[src/rtl/alu_share_arbiter.sv]
// Two-port arbiter in front of one combinational ALU. Each port has a
// one-deep response buffer, and a saturating counter tracks contention.

module alu_share_rsp_slot #(
  parameter int DATA_W = 32
) (
  input  logic              clk,
  input  logic              rst_n,
  input  logic              acc_i,
  input  logic              rdy_i,
  input  logic [DATA_W-1:0] res_i,
  input  logic              err_i,
  output logic              vld_o,
  output logic [DATA_W-1:0] data_o,
  output logic              zero_o,
  output logic              sign_o,
  output logic              err_o
);
  logic              vld_q, zero_q, sign_q, err_q;
  logic [DATA_W-1:0] data_q;

  // On drain only valid clears; data and flags keep their last values.
  always_ff @(posedge clk or negedge rst_n) begin
    if (!rst_n) begin
      vld_q  <= 1'b0;
      data_q <= '0;
      zero_q <= 1'b0;
      sign_q <= 1'b0;
      err_q  <= 1'b0;
    end else if (acc_i) begin
      vld_q  <= 1'b1;
      data_q <= res_i;
      zero_q <= (res_i == '0);
      sign_q <= res_i[DATA_W-1];
      err_q  <= err_i;
    end else if (rdy_i) begin
      vld_q  <= 1'b0;
    end
  end

  assign vld_o  = vld_q;
  assign data_o = data_q;
  assign zero_o = zero_q;
  assign sign_o = sign_q;
  assign err_o  = err_q;
endmodule

module alu_share_arbiter #(
  parameter int DATA_W     = 32,
  parameter int OP_W       = 3,
  parameter int FIXED_PRIO = 0,
  parameter int CNT_W      = 16
) (
  input  logic              clk,
  input  logic              rst_n,
  input  logic              req0_valid,
  output logic              req0_ready,
  input  logic [DATA_W-1:0] req0_a,
  input  logic [DATA_W-1:0] req0_b,
  input  logic [OP_W-1:0]   req0_op,
  input  logic              req1_valid,
  output logic              req1_ready,
  input  logic [DATA_W-1:0] req1_a,
  input  logic [DATA_W-1:0] req1_b,
  input  logic [OP_W-1:0]   req1_op,
  output logic [DATA_W-1:0] alu_first_operand,
  output logic [DATA_W-1:0] alu_second_operand,
  output logic [OP_W-1:0]   alu_oper_sel,
  input  logic [DATA_W-1:0] alu_result,
  output logic              rsp0_valid,
  input  logic              rsp0_ready,
  output logic [DATA_W-1:0] rsp0_data,
  output logic              rsp0_zero,
  output logic              rsp0_sign,
  output logic              rsp0_err,
  output logic              rsp1_valid,
  input  logic              rsp1_ready,
  output logic [DATA_W-1:0] rsp1_data,
  output logic              rsp1_zero,
  output logic              rsp1_sign,
  output logic              rsp1_err,
  output logic [CNT_W-1:0]  contention_cnt
);
  logic [1:0]             req_vld, rsp_vld, rsp_rdy, elig, gnt;
  logic [1:0][DATA_W-1:0] rsp_data;
  logic [1:0]             rsp_zero, rsp_sign, rsp_err;
  logic                   ptr_q, ptr_d, both, op_err;
  logic [CNT_W-1:0]       cnt_q, cnt_d;

  assign req_vld = {req1_valid, req0_valid};
  assign rsp_rdy = {rsp1_ready, rsp0_ready};
  // Gated by reset so nothing is granted while the block is held in reset.
  assign elig    = req_vld & (~rsp_vld | rsp_rdy) & {2{rst_n}};
  assign both    = &elig;

  always_comb begin
    gnt = elig;
    if (both) gnt = (FIXED_PRIO != 0 || ptr_q) ? 2'b01 : 2'b10;
  end

  assign req0_ready = gnt[0];
  assign req1_ready = gnt[1];

  always_comb begin
    alu_first_operand  = '0;
    alu_second_operand = '0;
    alu_oper_sel       = '0;
    if (gnt[0]) begin
      alu_first_operand  = req0_a;
      alu_second_operand = req0_b;
      alu_oper_sel       = req0_op;
    end else if (gnt[1]) begin
      alu_first_operand  = req1_a;
      alu_second_operand = req1_b;
      alu_oper_sel       = req1_op;
    end
  end

  assign op_err = (alu_oper_sel == OP_W'(3));

  always_comb begin
    ptr_d = ptr_q;
    cnt_d = cnt_q;
    if (|gnt) ptr_d = gnt[1];
    if (both && cnt_q != '1) cnt_d = cnt_q + 1'b1;
  end

  always_ff @(posedge clk or negedge rst_n) begin
    if (!rst_n) begin
      ptr_q <= 1'b1;
      cnt_q <= '0;
    end else begin
      ptr_q <= ptr_d;
      cnt_q <= cnt_d;
    end
  end

  assign contention_cnt = cnt_q;

  for (genvar g = 0; g < 2; g++) begin : g_slot
    alu_share_rsp_slot #(.DATA_W(DATA_W)) u_slot (
      .clk    (clk),
      .rst_n  (rst_n),
      .acc_i  (gnt[g]),
      .rdy_i  (rsp_rdy[g]),
      .res_i  (alu_result),
      .err_i  (op_err),
      .vld_o  (rsp_vld[g]),
      .data_o (rsp_data[g]),
      .zero_o (rsp_zero[g]),
      .sign_o (rsp_sign[g]),
      .err_o  (rsp_err[g])
    );
  end

  assign rsp0_valid = rsp_vld[0];
  assign rsp0_data  = rsp_data[0];
  assign rsp0_zero  = rsp_zero[0];
  assign rsp0_sign  = rsp_sign[0];
  assign rsp0_err   = rsp_err[0];
  assign rsp1_valid = rsp_vld[1];
  assign rsp1_data  = rsp_data[1];
  assign rsp1_zero  = rsp_zero[1];
  assign rsp1_sign  = rsp_sign[1];
  assign rsp1_err   = rsp_err[1];
endmodule

[config.mk]
export PLATFORM = sky130hd
export DESIGN_NAME = alu_share_arbiter
export DESIGN_NICKNAME = d
export VERILOG_FILES = /design/src/rtl/alu_share_arbiter.sv
export SDC_FILE = /design/constraint.sdc
export NUM_CORES = 1
export LEC_CHECK = 0
export CORE_AREA = 5 5 126 128
export CTS_BUF_LIST = sky130_fd_sc_hd__clkbuf_4 sky130_fd_sc_hd__clkbuf_8 sky130_fd_sc_hd__clkbuf_16
export DETAILED_ROUTE_END_ITERATION = 8
export DIE_AREA = 0 0 131 133
export PLACE_DENSITY = 0.81
export SYNTH_ARGS = -nofsm -noshare
export SYNTH_HDL_FRONTEND = slang
export SYNTH_SLANG_ARGS = --single-unit
[constraint.sdc]
create_clock -name clk -period 3.42 [get_ports clk]
set_clock_uncertainty 0.2 [all_clocks]
set_input_delay 1.026 -clock clk [delete_from_list [all_inputs] [get_ports clk]]
set_output_delay 1.026 -clock clk [all_outputs]
set_load 0.03 [all_outputs]
==> flow_metrics.env, run 1 <==
export IMPL_die_width_um=131
export IMPL_status="finished with violations"
export IMPL_r2r_slack_ns=1.41
export IMPL_grt_usage_pct=22.4
export IMPL_root_buffer="clkbuf_16"
export IMPL_ir_drop_mv=0.384
export IMPL_ys_warn_count=0
export IMPL_initial_utilization_pct=29.2
export IMPL_grt_start_max_net_pins=57
export IMPL_max_cap_violations=0
export IMPL_ant_nets=0
export IMPL_fin_crit_sh_pct=107
export IMPL_numPortBuffers=328
export IMPL_yosysSeqAreaShare_pct=50.6
export IMPL_async_flop_share_pct=100
export IMPL_rows=45
export IMPL_slew_headroom_pct=52.5
export IMPL_path_clk_slew_ns=0.06
export IMPL_placed_area_sq_um=7880
export IMPL_gp_congestion=0.820
export IMPL_vias_per_cell=4.81
export IMPL_avgSynthCellArea_sq_um=9.00
export IMPL_violations="setup timing"
export IMPL_leakagePower_nw=4.14
export IMPL_layout_drive_gt1_share_pct=20.1
export IMPL_area_growth_pct=107
export IMPL_crit_required_ns=2.19
export IMPL_pwr_share_comb_pct=46.5
export IMPL_internal_power_mw=2.79
export IMPL_fin_hold_ws_ns=0.271
export IMPL_cts_tree="done"
export IMPL_synth_area_sq_um=4300
export IMPL_grt_overflow_total=0
export IMPL_setup_slack_ns=-0.229
export IMPL_hp_class="flop to flop"
export IMPL_clock_sinks=87
export IMPL_pin_count=329
export IMPL_dp_slack_ns=-1.07
export IMPL_synth_distinct_cells=41
export IMPL_end_kind="output port"
export IMPL_vias=4988
export IMPL_start_kind="input port"
export IMPL_tightest_slew_ns=0.713
export IMPL_core_region_area_sq_um=14800
export IMPL_max_clock_path_buffers=2
export IMPL_clockPowerShare_pct=22.4
export IMPL_fin_area_sq_um=8900
export IMPL_synth_cells=478
export IMPL_cts_max_level=3
export IMPL_wl_per_cell_um=20.1
export IMPL_grt_pass1_vias=5077
export IMPL_synthFlopType="dfrtp_1"
export IMPL_crit_arrival_ns=2.42
export IMPL_power_switching_mw=1.66
export IMPL_synth_common_cells="nand2_1 (214), dfrtp_1 (86), a22o_1 (64)"
export IMPL_syn_num_nets=651
export IMPL_wirelength_um=20800
export IMPL_placed_cells=993
export IMPL_die_y_um=133
export IMPL_finalSetupViolations=66
export IMPL_rsz0062_at_grt="true"
export IMPL_drc=0
export IMPL_dr_pass1_iters=7
export IMPL_yosysTopAreaCell="dfrtp_1"
export IMPL_max_freq_ghz=0.274
export IMPL_fillers=1251
export IMPL_nets=1016
export IMPL_yosysMostFrequentCell="nand2_1"
export IMPL_sequentialPowerShare_pct=31.1
export IMPL_layout_cells_non_filler=1036
export IMPL_ys_seq_elements=87
export IMPL_netlist_area_leader_share_pct=50.0
export IMPL_synth_area_leaders="dfrtp_1 (50%), nand2_1 (19%), a22o_1 (13%)"
export IMPL_switching_share_pct=37.3
export IMPL_p_per_area_nw_per_um2=501
export IMPL_die_area_sq_um=17400
export IMPL_worstPathMaxFanout=7
export IMPL_finalHoldViolCount=0
export IMPL_clock_latency_ns=0.33
export IMPL_crit_type="input port to output port"
export IMPL_grt_first_pass_wirelength_um=29900
export IMPL_antenna_found_initial=1
export IMPL_drt_iter0_markers=232
export IMPL_period_needed_ns=3.65
export IMPL_synth_edf_count=0
export IMPL_cts_buffers=9
export IMPL_slew_viol_final=0
export IMPL_dp_final_hpwl_um=14600
-- metrics by stage --
step	utilization (%)	power (mW)	setup TNS [ns]
floorplan	-	2.32	0
global placement	53.4	3.27	-64.37
detailed placement	53.4	3.29	-63.68
CTS	59.0	4.44	-8.40
global route	60.3	4.67	-13.26
finish	60.3	4.46	-10.11
-- per-layer routing --
layer	vias up	track usage, %	wire, um
met1	2356	29.5	8590
met3	22	9.12	2380
li1	2367	-	-
met2	241	35.2	9630
met4	2	3.54	202
met5	-	0	10
-- power groups by stage --
| stage | Clock (mW) | Combinational (mW) | Sequential [mW] |
|---|---|---|---|
| 6_report | 1.00 | 2.07 | 1.39 |
| 3_3_place_gp | 0 | 1.88 | 1.39 |
| 4_1_cts | 1.02 | 2.04 | 1.39 |
| 2_1_floorplan | 0 | 0.519 | 1.80 |
| 5_1_grt | 1.07 | 2.19 | 1.42 |
| 3_5_place_dp | 0 | 1.90 | 1.40 |
-- cell usage in the layout (no fill, tap or decap), drive strengths merged, types with 4 or more instances in the layout --
cell type      Yosys  final
xnor2              6      6
nand4              8      8
nand3              8      8
nor2               4      4
clkdlybuf4s50      0    254
inv                5      5
nor3               4      4
buf               27    128
clkbuf             3     13
nand2            214    214
mux2               4      4
xor2               4      4
dfrtp             86     86
nor4               9      9
and3               4      4
a22o              64     64
-- area by class of cell --
cell class	count	area (sq um)	share of cell area (%)
clock inverters	4	53.8	0.605
clock buffers	11	246	2.77
diodes	1	2.50	0.0281
repair buffers	384	4130	46.4
multi-input cells	356	2010	22.6
well taps	188	235	2.64
inverters	5	36.3	0.408
flip-flops and latches	87	2180	24.5
-- registers in the layout, indices dropped and copies added, names as in the netlist --
signal	count
ptr_q	1
g_slot.u_slot.err_o	2
contention_cnt	16
g_slot.u_slot.zero_o	2
g_slot.u_slot.vld_o	2
g_slot.u_slot.data_o	64
-- what timing repair did --
action / 4_1_cts / 5_1_grt
setup endpoints to repair: 69 / 69
hold buffers: 0 / 0
buffers inserted: 11 / 7
gates resized for setup: 398 / 32
pin swaps: 34 / 39
gates cloned: 8 / 2
-- worst paths after layout --
| kind | start | to | cells after the start |
|---|---|---|---|
| max | req1_valid | alu_second_operand[14] | 9 |
| min | g_slot[0].u_slot.data_o[1] | g_slot[0].u_slot.data_o[1] | 2 |
| max reg2reg | g_slot[0].u_slot.vld_o | contention_cnt[14] | 6 |
| min reg2reg | g_slot[0].u_slot.data_o[1] | g_slot[0].u_slot.data_o[1] | 2 |
| max in group asynchronous | rst_n | g_slot[1].u_slot.data_o[5] | 3 |
| min in group asynchronous | rst_n | contention_cnt[6] | 2 |
-- logic make-up after synthesis --
group / share of synthesized area (%)
compound gates: 15.8
xor+xnor: 2.04
fa+ha+maj: 0.291
buf+inv: 4.01
flops: 50.6
mux: 1.13
simple gates: 26.1
-- worst max-delay path, cell delays in order --
cell	delay (ns)
buf_8	0.08
inv_4	0.02
or3_4	0.39
nand2_4	0.11
clkinv_8	0.09
buf_8	0.14
clkbuf_16	0.15
a22o_1	0.24
buf_6	0.15
(Power assumes the default switching activity.)
==> inputs of run 2 (changes only) <==
Settings changed: SYNTH_HIERARCHICAL set to 1.
==> run 2 against run 1 <==
Compared with the run above:
- the run still ends with setup timing left
- sequential cell count stayed put
- die area stayed put
- first-iteration DRC count is 8.6% lower
- combinational power is 8% higher
- power is 2.5% higher
- synthesized area is 0.23% higher
- non-clock buffer count is 4 lower
==> flow_metrics.env, run 2 <==
export IMPL_worstPathMaxFanout=9
export IMPL_clock_latency_ns=0.34
export IMPL_rsz0062_at_grt="true"
export IMPL_vias_per_cell=5.15
export IMPL_rows=45
export IMPL_synth_area_sq_um=4310
export IMPL_layout_drive_gt1_share_pct=38.9
export IMPL_antenna_found_initial=4
export IMPL_yosysSeqAreaShare_pct=50.5
export IMPL_clock_sinks=87
export IMPL_max_cap_violations=0
export IMPL_mostFrequentLayoutCell="clkdlybuf4s50_1"
export IMPL_nets=879
export IMPL_max_freq_ghz=0.281
export IMPL_cpPeakStageDelay_ns=0.23
export IMPL_avgSynthCellArea_sq_um=12.7
export IMPL_crit_arrival_ns=2.33
export IMPL_yosysMostFrequentCell="dfrtp_1"
export IMPL_synth_cells=340
export IMPL_netlist_area_leader_share_pct=49.9
export IMPL_slew_viol_final=0
export IMPL_end_kind="output port"
export IMPL_synth_edf_count=0
export IMPL_async_flop_share_pct=100
export IMPL_hold_depth=1
export IMPL_leakagePower_nw=3.90
export IMPL_crit_top_cell="buf_6"
export IMPL_synthFlopType="dfrtp_1"
export IMPL_grt_overflow_total=0
export IMPL_hp_class="flop to flop"
export IMPL_yosysTopAreaCell="dfrtp_1"
export IMPL_path_clk_slew_ns=0.06
export IMPL_core_region_area_sq_um=14800
export IMPL_tns_ns=-7.42
export IMPL_finalPower_mw=4.57
export IMPL_setup_slack_ns=-0.134
export IMPL_numPortBuffers=328
export IMPL_fillers=1109
export IMPL_gp_congestion=0.960
export IMPL_p_per_area_nw_per_um2=499
export IMPL_layout_common_cells="clkdlybuf4s50_1 (254), dfrtp_1 (86), mux2_2 (66)"
export IMPL_cp_depth=8
export IMPL_die_y_um=133
export IMPL_seq_area_sq_um=2180
export IMPL_crit_type="input port to output port"
export IMPL_area_growth_pct=112
export IMPL_slowest_stage="and2b_4"
export IMPL_die_area_sq_um=17400
export IMPL_dp_slack_ns=-0.496
export IMPL_r2r_slack_ns=0.88
export IMPL_grt_start_max_net_pins=73
export IMPL_dr_pass1_iters=4
export IMPL_crit_required_ns=2.19
export IMPL_synth_area_leaders="dfrtp_1 (50%), mux2_2 (17%), a22o_1 (13%)"
export IMPL_status="finished with violations"
export IMPL_drt_iter0_markers=212
export IMPL_cts_tree="done"
export IMPL_wirelength_um=22900
export IMPL_cts_max_level=3
export IMPL_vias=4635
export IMPL_ys_seq_elements=87
export IMPL_ant_nets=0
export IMPL_synth_distinct_cells=43
export IMPL_max_clock_path_buffers=2
export IMPL_wl_per_cell_um=25.4
export IMPL_start_kind="input port"
export IMPL_synth_common_cells="dfrtp_1 (86), mux2_2 (66), a22o_1 (65)"
export IMPL_tightest_slew_ns=0.924
export IMPL_fin_crit_sh_pct=104
export IMPL_grt_pass1_vias=4972
export IMPL_ys_warn_count=6
export IMPL_ir_drop_mv=0.473
export IMPL_cts_buffers=9
export IMPL_crit_chain="buf_8, nor2b_4, nand3b_1, and2b_4, buf_6, clkbuf_16, a22o_4, buf_6"
export IMPL_dp_final_hpwl_um=17600
export IMPL_multi_input_area_sq_um=2280
export IMPL_slew_headroom_pct=38.4
export IMPL_drc=0
export IMPL_root_buffer="clkbuf_16"
export IMPL_finalHoldViolCount=0
export IMPL_largest_reg_flops=62
export IMPL_die_width_um=131
export IMPL_layout_cells_non_filler=900
export IMPL_cp_top_family="simple AND/OR/NAND/NOR gates"
export IMPL_finalSetupViolations=65
export IMPL_worst_path_buf_inv=4
export IMPL_initial_utilization_pct=29.2
export IMPL_period_needed_ns=3.55
export IMPL_r2r_cells=8
export IMPL_grt_first_pass_wirelength_um=31800
export IMPL_grt_usage_pct=24.7
export IMPL_hold_buffers=0
export IMPL_syn_num_nets=513
export IMPL_placed_cells=862
export IMPL_violations="setup timing"
export IMPL_pin_count=329
==> run 2: changes by cell type after synthesis, sizes merged, moves of 3 or more <==
cell	change
and3	-3
buf	-7
mux2	+63
nand2	-207
nand4	+3
nor2	+3
nor4	+3
nor4b	+3
xnor2	+3
==> run 2: timing repair <==
item,CTS,global route
setup endpoints to repair,69,66
cloned,6,2
resized for setup,114,7
setup buffers,13,1
pin swaps,13,4
==> run 2: final cells by class <==
class / instances / area share, %
Inverter: 4 / 0.164
Multi-Input combinational cell: 224 / 24.9
Clock buffer: 11 / 2.69
Sequential cell: 87 / 23.8
Clock inverter: 3 / 0.232
Antenna cell: 3 / 0.0820
Timing Repair Buffer: 380 / 45.6
Tap cell: 188 / 2.57
==> run 2: kinds of logic (layout without fill, tap and decap cells) <==
family / after synthesis / after routing / share of synthesized area, %
fa+ha+maj: 1 / 1 / 0.290
xor+xnor: 15 / 15 / 3.05
compound gates: 74 / 74 / 15.0
simple gates: 67 / 67 / 10.2
mux: 67 / 67 / 17.5
buf+inv: 29 / 398 / 3.39
other cells: 0 / 3 / 0
flops: 87 / 87 / 50.5
==> run 2: per-layer routing <==
| metal | part of all wire [%] | vias up | GRT usage (%) | wire (um) |
|---|---|---|---|---|
| met1 | 36 | 2337 | 27.2 | 8240 |
| li1 | - | 2042 | - | - |
| met4 | 2.5 | 2 | 7.77 | 569 |
| met2 | 53 | 221 | 44.2 | 12100 |
| met5 | 0.057 | - | 0 | 13 |
| met3 | 8.6 | 33 | 8.07 | 1970 |
==> run 2: power breakdown <==
| group | total, mW | switching (mW) | internal [mW] |
|---|---|---|---|
| clock | 0.907 | 0.395 | 0.512 |
| sequential | 1.42 | 0.154 | 1.26 |
| combinational | 2.24 | 1.12 | 1.12 |
| total | 4.57 | 1.67 | 2.89 |
==> run 2: path summary, 6_finish.rpt <==
path                                         endpoint                       start
max                            alu_second_operand[11]                  rsp1_ready
min reg2reg                g_slot[0].u_slot/data_o[3]  g_slot[0].u_slot/data_o[3]
max in group asynchronous  g_slot[0].u_slot/data_o[1]                       rst_n
min                        g_slot[0].u_slot/data_o[3]  g_slot[0].u_slot/data_o[3]
max reg2reg                        contention_cnt[13]      g_slot[1].u_slot/vld_o
min in group asynchronous           contention_cnt[4]                       rst_n
==> run 2: per-stage QoR <==
stage	util [%]	area, sq um	hold slack [ns]
final	62.0	9150	0.306
after global routing	62.0	9150	0.326
after global placement	55.1	8120	0.282
after detailed placement	55.1	8120	0.296
after CTS	61.6	9080	0.309
after floorplan	-	4390	0.280
